==> config.mk <==
export PLATFORM = sky130hd
export DESIGN_NAME = tile_load_sequencer
export DESIGN_NICKNAME = d
export VERILOG_FILES = /design/src/rtl/tile_load_pkg.sv /design/src/rtl/tile_load_sequencer_beat_mask.sv /design/src/rtl/tile_load_sequencer.sv
export SDC_FILE = /design/constraint.sdc
export NUM_CORES = 2
export LEC_CHECK = 0
export CAP_MARGIN = 20
export CORE_MARGIN = 2
export CORE_UTILIZATION = 55
export CTS_CLUSTER_DIAMETER = 40
export DETAILED_ROUTE_END_ITERATION = 8
export GPL_TIMING_DRIVEN = 0
export PLACE_DENSITY = 0.91
export SLEW_MARGIN = 10
export SYNTH_ARGS = -nofsm -noshare
export SYNTH_HDL_FRONTEND = slang
export SYNTH_SLANG_ARGS = --single-unit
export TNS_END_PERCENT = 50
==> constraint.sdc <==
create_clock -name clk -period 28.6 [get_ports clk]
set_input_delay 5.72 -clock clk [delete_from_list [all_inputs] [get_ports clk]]
set_output_delay 5.72 -clock clk [all_outputs]
set_load 0.005 [all_outputs]
==> src/rtl/tile_load_pkg.sv <==
// Shared types and geometry for the GEMM tile loader.
// Beat/row widths are derived here so the top and the masker agree on them.
package tile_load_pkg;
  localparam int TILE  = 16;
  localparam int DW    = 128;
  localparam int EW    = 16;
  localparam int AW    = 32;
  localparam int EPB   = DW / EW;
  localparam int BEATS = TILE * EW / DW;
  localparam int RW    = $clog2(TILE);
  localparam int BW    = (BEATS > 1) ? $clog2(BEATS) : 1;
  localparam int CW    = $clog2(TILE) + 1;

  // A tile row has to be a whole, non-zero number of beats.
  localparam int BEATS_OK = (BEATS >= 1 && BEATS * DW == TILE * EW) ? 1 : 0;

  typedef enum logic [2:0] {
    IDLE, A_CMD, A_DATA, B_CMD, B_DATA, WAIT_ACK, DONE
  } state_t;
endpackage

==> src/rtl/tile_load_sequencer_beat_mask.sv <==
// Zeroes the elements of one read beat that fall past the valid tile columns.
module tile_beat_mask
  import tile_load_pkg::*;
(
  input  logic [CW-1:0] i_valid_cols,
  input  logic [BW-1:0] i_beat,
  input  logic [DW-1:0] i_data,
  output logic [DW-1:0] o_data
);
  always_comb begin
    o_data = '0;
    for (int e = 0; e < EPB; e++) begin
      if ((int'(i_beat) * EPB + e) < int'(i_valid_cols))
        o_data[e*EW +: EW] = i_data[e*EW +: EW];
    end
  end
endmodule

==> src/rtl/tile_load_sequencer.sv <==
// Walks an m x k by k x n GEMM in TILE x TILE tiles (mt, nt, kt innermost),
// fetching A/B tile rows over DMA and handing each loaded pair to the PE array.
//
// state    | meaning
// IDLE     | waiting for start
// A_CMD    | issuing DMA read for current A row
// A_DATA   | writing A row beats (DMA data, or zeros past row m)
// B_CMD    | issuing DMA read for current B row
// B_DATA   | writing B row beats (DMA data, or zeros past row k)
// WAIT_ACK | tile pair loaded, waiting for PE array
// DONE     | one-cycle completion pulse
module tile_load_sequencer
  import tile_load_pkg::*;
(
  input  logic          clk,
  input  logic          rstn,
  input  logic          start,
  input  logic [AW-1:0] addr_base_a,
  input  logic [AW-1:0] addr_base_b,
  input  logic [AW-1:0] stride_a,
  input  logic [AW-1:0] stride_b,
  input  logic [15:0]   m,
  input  logic [15:0]   k,
  input  logic [15:0]   n,
  output logic          busy,
  output logic          done,
  output logic          cmd_valid,
  input  logic          cmd_ready,
  output logic [AW-1:0] cmd_addr,
  output logic [7:0]    cmd_len,
  input  logic          rd_valid,
  input  logic [DW-1:0] rd_data,
  output logic          buf_wr_en,
  output logic          buf_sel,
  output logic [RW-1:0] buf_row,
  output logic [BW-1:0] buf_beat,
  output logic [DW-1:0] buf_data,
  output logic          tile_valid,
  output logic          tile_last_k,
  input  logic          tile_ack
);
  if (BEATS_OK == 0) begin : g_bad_cfg
    $error("tile_load_sequencer: TILE*EW must be a non-zero multiple of DW");
  end

  state_t        r_state, w_state_nxt;
  logic [AW-1:0] r_base_a, r_base_b, r_stride_a, r_stride_b;
  logic [15:0]   r_m, r_k, r_n, r_mt, r_nt, r_kt;
  logic [RW-1:0] r_row;
  logic [BW-1:0] r_beat;

  logic          w_is_a, w_in_data, w_row_ok, w_nxt_ok, w_wr, w_row_end, w_last_row;
  logic [16:0]   w_a_idx, w_b_idx, w_kt_inc, w_nt_inc, w_mt_inc;
  logic          w_kt_wrap, w_nt_wrap, w_mt_wrap, w_start_ok;
  logic [AW-1:0] w_addr_a, w_addr_b;
  logic [15:0]   w_cols_left;
  logic [CW-1:0] w_cols;
  logic [DW-1:0] w_masked;

  assign w_is_a    = (r_state == A_CMD) || (r_state == A_DATA);
  assign w_in_data = (r_state == A_DATA) || (r_state == B_DATA);
  assign w_a_idx   = {1'b0, r_mt} + 17'(r_row);
  assign w_b_idx   = {1'b0, r_kt} + 17'(r_row);
  assign w_row_ok  = w_is_a ? (w_a_idx < {1'b0, r_m}) : (w_b_idx < {1'b0, r_k});
  assign w_nxt_ok  = w_is_a ? ((w_a_idx + 17'd1) < {1'b0, r_m})
                            : ((w_b_idx + 17'd1) < {1'b0, r_k});

  assign w_addr_a = r_base_a + AW'(w_a_idx) * r_stride_a + AW'(r_kt) * AW'(EW / 8);
  assign w_addr_b = r_base_b + AW'(w_b_idx) * r_stride_b + AW'(r_nt) * AW'(EW / 8);

  assign w_cols_left = w_is_a ? (r_k - r_kt) : (r_n - r_nt);
  assign w_cols      = (w_cols_left >= 16'(TILE)) ? CW'(TILE) : CW'(w_cols_left);

  // Out-of-range rows are zero-filled at one beat per cycle, no DMA involved.
  assign w_wr       = w_in_data && (w_row_ok ? rd_valid : 1'b1);
  assign w_row_end  = w_wr && (r_beat == BW'(BEATS - 1));
  assign w_last_row = (r_row == RW'(TILE - 1));

  assign w_kt_inc  = {1'b0, r_kt} + 17'(TILE);
  assign w_nt_inc  = {1'b0, r_nt} + 17'(TILE);
  assign w_mt_inc  = {1'b0, r_mt} + 17'(TILE);
  assign w_kt_wrap = w_kt_inc >= {1'b0, r_k};
  assign w_nt_wrap = w_nt_inc >= {1'b0, r_n};
  assign w_mt_wrap = w_mt_inc >= {1'b0, r_m};

  assign w_start_ok = (m != 16'd0) && (k != 16'd0) && (n != 16'd0);

  tile_beat_mask u_mask (
    .i_valid_cols (w_cols),
    .i_beat       (r_beat),
    .i_data       (rd_data),
    .o_data       (w_masked)
  );

  always_comb begin
    w_state_nxt = r_state;
    case (r_state)
      IDLE:     if (start) w_state_nxt = w_start_ok ? A_CMD : DONE;
      A_CMD:    if (cmd_ready) w_state_nxt = A_DATA;
      A_DATA:   if (w_row_end) begin
                  if (w_last_row)    w_state_nxt = B_CMD;
                  else if (w_nxt_ok) w_state_nxt = A_CMD;
                end
      B_CMD:    if (cmd_ready) w_state_nxt = B_DATA;
      B_DATA:   if (w_row_end) begin
                  if (w_last_row)    w_state_nxt = WAIT_ACK;
                  else if (w_nxt_ok) w_state_nxt = B_CMD;
                end
      WAIT_ACK: if (tile_ack)
                  w_state_nxt = (w_kt_wrap && w_nt_wrap && w_mt_wrap) ? DONE : A_CMD;
      DONE:     w_state_nxt = IDLE;
      default:  w_state_nxt = IDLE;
    endcase
  end

  always_comb begin
    busy        = (r_state != IDLE) && (r_state != DONE);
    done        = (r_state == DONE);
    cmd_valid   = (r_state == A_CMD) || (r_state == B_CMD);
    cmd_addr    = cmd_valid ? (w_is_a ? w_addr_a : w_addr_b) : '0;
    cmd_len     = cmd_valid ? 8'(BEATS) : 8'd0;
    buf_wr_en   = w_wr;
    buf_sel     = w_wr && (r_state == B_DATA);
    buf_row     = w_wr ? r_row : '0;
    buf_beat    = w_wr ? r_beat : '0;
    buf_data    = (w_wr && w_row_ok) ? w_masked : '0;
    tile_valid  = (r_state == WAIT_ACK);
    tile_last_k = tile_valid && w_kt_wrap;
  end

  always_ff @(posedge clk) begin
    if (!rstn) begin
      r_state    <= IDLE;
      r_base_a   <= '0;
      r_base_b   <= '0;
      r_stride_a <= '0;
      r_stride_b <= '0;
      r_m        <= '0;
      r_k        <= '0;
      r_n        <= '0;
      r_mt       <= '0;
      r_nt       <= '0;
      r_kt       <= '0;
      r_row      <= '0;
      r_beat     <= '0;
    end else begin
      r_state <= w_state_nxt;
      if (r_state == IDLE && start && w_start_ok) begin
        r_base_a   <= addr_base_a;
        r_base_b   <= addr_base_b;
        r_stride_a <= stride_a;
        r_stride_b <= stride_b;
        r_m        <= m;
        r_k        <= k;
        r_n        <= n;
        r_mt       <= '0;
        r_nt       <= '0;
        r_kt       <= '0;
        r_row      <= '0;
        r_beat     <= '0;
      end
      if (w_wr) begin
        r_beat <= w_row_end ? '0 : r_beat + BW'(1);
        if (w_row_end) r_row <= w_last_row ? '0 : r_row + RW'(1);
      end
      if (r_state == WAIT_ACK && tile_ack) begin
        r_kt <= w_kt_wrap ? 16'd0 : w_kt_inc[15:0];
        if (w_kt_wrap) begin
          r_nt <= w_nt_wrap ? 16'd0 : w_nt_inc[15:0];
          if (w_nt_wrap) r_mt <= w_mt_wrap ? 16'd0 : w_mt_inc[15:0];
        end
      end
    end
  end
endmodule

# After elaboration in Yosys (flattened, before gate mapping)
# Cells that the tools add are included.
[word_totals]
register_bits = 232
inputBits = 310
out_inout_bits = 180
word_cells = 144
[classes]
add_sub_neg = 22
n_mul = 2
n_lt_le_gt_ge = 16
n_eq_ne = 16
muxes = 51
reduce_logical = 24
[ops]
columns = ["operator", "n"]
rows = [
  ["2-to-1 mux 16 bit", 21],
  ["less-than comparator 32 x 6 -> 1 bit", 7],
  ["2-to-1 mux 128 bit", 1],
  ["less-than comparator 17 x 16 -> 1 bit", 4],
  ["adder 32 x 17 -> 32 bit", 2],
  ["adder 32 bit", 2],
  ["multiplier 17 x 32 -> 32 bit", 2],
  ["2-to-1 mux 32 bit", 2],
  ["adder 16 x 5 -> 17 bit (second input constant)", 3],
  [">= comparator 17 x 16 -> 1 bit", 3],
  ["nonzero test 16 bit", 3],
  ["2-to-1 mux 3 bit", 12],
  ["adder 16 x 4 -> 17 bit", 2],
  ["adder 17 x 1 -> 17 bit (second input constant)", 2],
  ["subtractor 16 bit", 2],
  ["adder 4 x 3 -> 5 bit (second input constant)", 4],
  ["2-to-1 mux 4 bit", 5],
  ["one-hot mux 3 bit (6 select lines)", 1],
  [">= comparator 16 x 5 -> 1 bit (second input constant)", 1],
  ["logical AND 1 bit", 13],
  ["adder 4 x 2 -> 5 bit (second input constant)", 2],
  ["!= test 2 bit (second input constant)", 5],
  ["== test 3 bit (second input constant)", 3],
  ["!= test 3 bit (second input constant)", 3],
  ["16 further kinds", 26],
]

# Logic depth before layout (Yosys ltp)
[depth]
word_depth = 8
depth_mapped = 33
ltp_nobuf = 31

# Hierarchy
# Synthesis repeated with hierarchy kept, for this count alone.
[unflattened]
hier_cells = 5327
area_unflattened_um2 = 43633.1
[by_module_without_submodules]
columns = ["mod", "n_inst", "cells_each", "area_each_um2"]
rows = [
  ["tile_load_sequencer", 1, 5164, 42595.9],
  ["tile_beat_mask", 1, 163, 1037.2],
]

# Least setup slack after synthesis
# Ideal clock, no wire load.
[synth_path]
path_type = "reg-to-output"
start = "reg r_row[1]"
end = "out cmd_addr[30]"
t_arrival_ns = 8.187
required_ns = 22.880
path_slack_ns = 14.693
path_stages_with_launch = 32
path_buffers = 4
path_cell_list = "dfxtp_1 -> clkbuf_1 -> clkbuf_1 -> inv_1 -> fa_1 -> nand2b_1 -> a21oi_1 -> nand2_1 -> xnor2_1 -> clkbuf_1 -> clkbuf_1 -> nand2_1 -> fa_1 -> inv_1 -> fa_1 -> inv_1 -> fa_1 -> inv_1 -> fa_1 -> fa_1 -> inv_1 -> fa_1 -> inv_1 -> ha_1 -> a2111oi_0 -> nand2b_1 -> o31ai_1 -> o311ai_0 -> a31o_2 -> a21oi_1 -> xor2_1 -> a211oi_1"
[synth_via]
elab_chain_len = 6
[synth_lines]
columns = ["item", "line_no", "source"]
rows = [
  ["start: declaration", "tile_load_sequencer.sv:49", "logic [RW-1:0] r_row;"],
  ["start signal: assignment", "tile_load_sequencer.sv:164", "if (w_row_end) r_row <= w_last_row ? '0 : r_row + RW'(1);"],
  ["adder 16 x 4 -> 17 bit (on tied branches)", "tile_load_sequencer.sv:63, tile_load_sequencer.sv:62", ""],
  ["multiplier 17 x 32 -> 32 bit (on tied branches)", "tile_load_sequencer.sv:69, tile_load_sequencer.sv:68", ""],
  ["adder 32 bit (on tied branches)", "tile_load_sequencer.sv:69, tile_load_sequencer.sv:68", ""],
  ["adder 32 x 17 -> 32 bit (on tied branches)", "tile_load_sequencer.sv:69, tile_load_sequencer.sv:68", ""],
  ["2-to-1 mux 32 bit * (2 in a row)", "tile_load_sequencer.sv:120", "cmd_addr = cmd_valid ? (w_is_a ? w_addr_a : w_addr_b) : '0;"],
  ["end: declaration", "tile_load_sequencer.sv:29", "output logic [AW-1:0] cmd_addr,"],
]
# Mark *: on every way between the ends. The rest lies on a longest branch, timed or not.

# Worst setup path after layout
# Ends and elaborated chain as after synthesis.

==> results.py <==
metrics = {
    "floorplan": {
        "die_h_um": 280,
        "std_cell_rows": 101,
        "core-area_mm2": 0.0757,
        "dieArea_mm2": 0.0785,
        "chipWidth_um": 280,
        "ioPinCount": 490,
        "initial_utilization_pct": 55.4,
    },
    "run_status": {
        "status": "completed",
    },
    "logic_synthesis": {
        "synth_adder_area_share_pct": 44.0,
        "synth_top_family_by_area": "adder cells",
        "synthArstFlopShare_pct": 0,
        "synth_top_area_cell": "fa_1",
        "synth.area.top_cells": "fa_1 35%, dfxtp_1 11%, ha_1 9.3%",
        "yosysWarningCount": 0,
        "synth_cells": 5153,
        "muxShareOfSynthArea_pct": 0.337,
        "synth_top_area_share_pct": 34.7,
        "synthFlopType": "dfxtp_1",
        "synth_edf_count": 0,
        "syn_avg_cell_area_um2": 8.14,
        "synth_xor_area_share_pct": 4.11,
        "ys_ff_latch": 228,
        "synth-simple-area-share_pct": 19.8,
        "synth_compound_area_share_pct": 8.97,
        "synth-seq-area-share_pct": 10.9,
        "mappedNetlistArea_mm2": 0.0419,
        "synth_cell_types": 82,
    },
    "clock_network": {
        "clk_latency_ps": 610,
        "cts_resized": 0,
        "cts_sinks": 228,
        "cts_setup_buffers": 0,
        "clkTransAtPathRegs_ps": 50,
        "cts_buffers": 40,
        "root_buffer": "clkbuf_16",
        "holdBufCountCts": 0,
        "cts_buffer_depth": 3,
        "cts_max_level": 2,
        "cts_tree": "done",
    },
    "sta": {
        "setup_tns_ps": 0,
        "fin_crit_sh_pct": 63.0,
        "grt_setup_unrepaired": "no",
        "fmax_mhz": 55.5,
        "whs_ps": 456,
        "slew_viol_final": 0,
        "worstMarginPinSlew_ps": 1210,
        "finClkSkew_ps": 33.2,
        "setup_viol": 0,
        "final_hold_viol_count": 0,
        "max_slew_margin_pct": 18.6,
        "period_minus_slack_ps": 18010,
    },
    "grt": {
        "grt_pass1_wl_um": 240000,
        "antenna_found_initial": 13,
        "overflow": 0,
        "grtUsageMet2_pct": 60.3,
        "track_usage_pct": 41.4,
        "busiest_layer": "met2",
        "grtUsageMet3_pct": 14.6,
        "grtUsageMet1_pct": 52.8,
        "grt_pass1_vias": 39800,
        "grt_max_degree": 13,
    },
    "routing": {
        "viasPerCell": 5.75,
        "wl_per_cell_um": 24.1,
        "antenna_left": 0,
        "dr.first_iter.drc_count": 4053,
        "drc_errors": 0,
        "first_pass_iters": 8,
        "routed_wirelength_um": 162000,
        "via_count": 38700,
    },
    "pwr": {
        "ir_worst_vdd_mv": 0.0579,
        "powerDensity_mw_per_mm2": 38.4,
        "p_leak_nw": 23.2,
        "power.total_mw": 1.90,
    },
    "worst_setup_path": {
        "r2r_slack_ps": 21530,
        "cp-start-kind": "flop",
        "criticalPathCategory": "reg2out",
        "cpMostUsedCell": "fa_1",
        "r2r_cells": 19,
        "crit_required_ps": 22880,
        "endpoint_kind": "output port",
        "reg2reg_to": "r_state[2]",
        "rr_startpoint": "r_row[1]",
        "max_stage_delay_ps": 790,
        "worstPathArrival_ps": 12290,
        "slowest_stage": "clkbuf_1",
        "cp_max_fo": 10,
    },
    "hold_path": {
        "holdPathEnd": "r_stride_a[31]",
        "hold_class": "reg2reg",
        "min_from": "r_stride_a[31]",
        "whs_path_depth": 2,
    },
    "flow_run": {
        "max_cap_viol_count": 0,
    },
    "layout": {
        "instances_no_fill": 6722,
        "final_cell_mix": "1,031 x inv_1, 905 x nand2_1, 727 x fa_1",
        "area_growth_pct": 18.2,
        "final_common_cell": "inv_1",
        "drive_gt1_share_pct": 2.32,
        "nNetsFinal": 7056,
    },
    "place": {
        "numPortBuffers": 482,
        "dp.cells": 6642,
        "gp_congestion": 1.02,
        "dpl.hpwl_um": 134000,
    },
}
## cells in the mapped netlist, types with 63 or more instances
cell / count
xnor2_1: 142
and2_1: 427
inv_1: 1031
ha_1: 312
fa_1: 727
o21ai_0: 79
nand3_1: 63
a21oi_1: 304
clkbuf_1: 234
nand2_1: 905
nor2_1: 138
dfxtp_1: 228
## worst max-delay path by stage
stage          depth (start not counted)  slack (ps)      from            to
6_report                              32       10590  r_row[1]  cmd_addr[30]
5_1_grt                               32       10070  r_row[1]  cmd_addr[30]
4_1_cts                               32       10790  r_row[1]  cmd_addr[30]
3_5_place_dp                          32       11460  r_row[1]  cmd_addr[30]
3_3_place_gp                          32       11660  r_row[1]  cmd_addr[30]
2_1_floorplan                         31       14690  r_row[1]  cmd_addr[30]
## sequential cells by signal, summed over array words and instances (netlist names)
signal and count:
r_k 16, r_kt 12, r_nt 16, r_n 16, r_stride_a 32, r_row 4
r_beat 1, r_state 3, r_stride_b 32, r_base_a 32, r_base_b 32, r_m 16
r_mt 16
## worst max-delay path: cells and delay by family (launching register included)
| family | cells | cell delay (ps) |
|---|---|---|
| flip-flops | 1 | 520 |
| XOR/XNOR | 2 | 530 |
| AND/OR/NAND/NOR | 4 | 560 |
| buffers and inverters | 11 | 3370 |
| AO/OA/AOI/OAI | 7 | 2580 |
| adder cells (fa/ha/maj) | 8 | 4100 |
## cell type report
type	instances	area [µm²]
antenna	5	12.5
tap	978	1220
timing repair buffer	489	4910
buffer	278	1100
fill	6000	26100
clock buffer	46	1040
clock inverter	28	344
inverter	1033	3880
multi-input combinational	3637	32500
sequential	228	4560
## kinds of logic after synthesis
logic type      after synthesis
compound gates              615
xor+xnor                    189
fa+ha+maj                  1039
buf+inv                    1311
flops                       228
mux                          14
other cells                   2
simple gates               1755
## power by group
part,switching (mW),internal [mW]
Sequential,0.0732,0.365
Clock,0.200,0.306
Combinational,0.613,0.345
## stage by stage
stage                     util (%)  instance area (µm²)  setup WS (ps)
after floorplan                  -                42000          14690
after global placement        63.5                48100          11660
after detailed placement      63.6                48100          11460
after CTS                     65.4                49500          10790
after global routing          65.5                49600          10070
final                         65.5                49600          10590
## layer usage
| layer | share of wire, % | vias to the layer above | routed length, µm |
|---|---|---|---|
| met5 | 0.044 | - | 72 |
| met4 | 7.3 | 10 | 11800 |
| met3 | 13 | 630 | 21800 |
| met2 | 42 | 2610 | 68000 |
| met1 | 37 | 18700 | 60500 |
| li1 | - | 16800 | - |
Note: power is estimated with default switching activity, not from simulation.
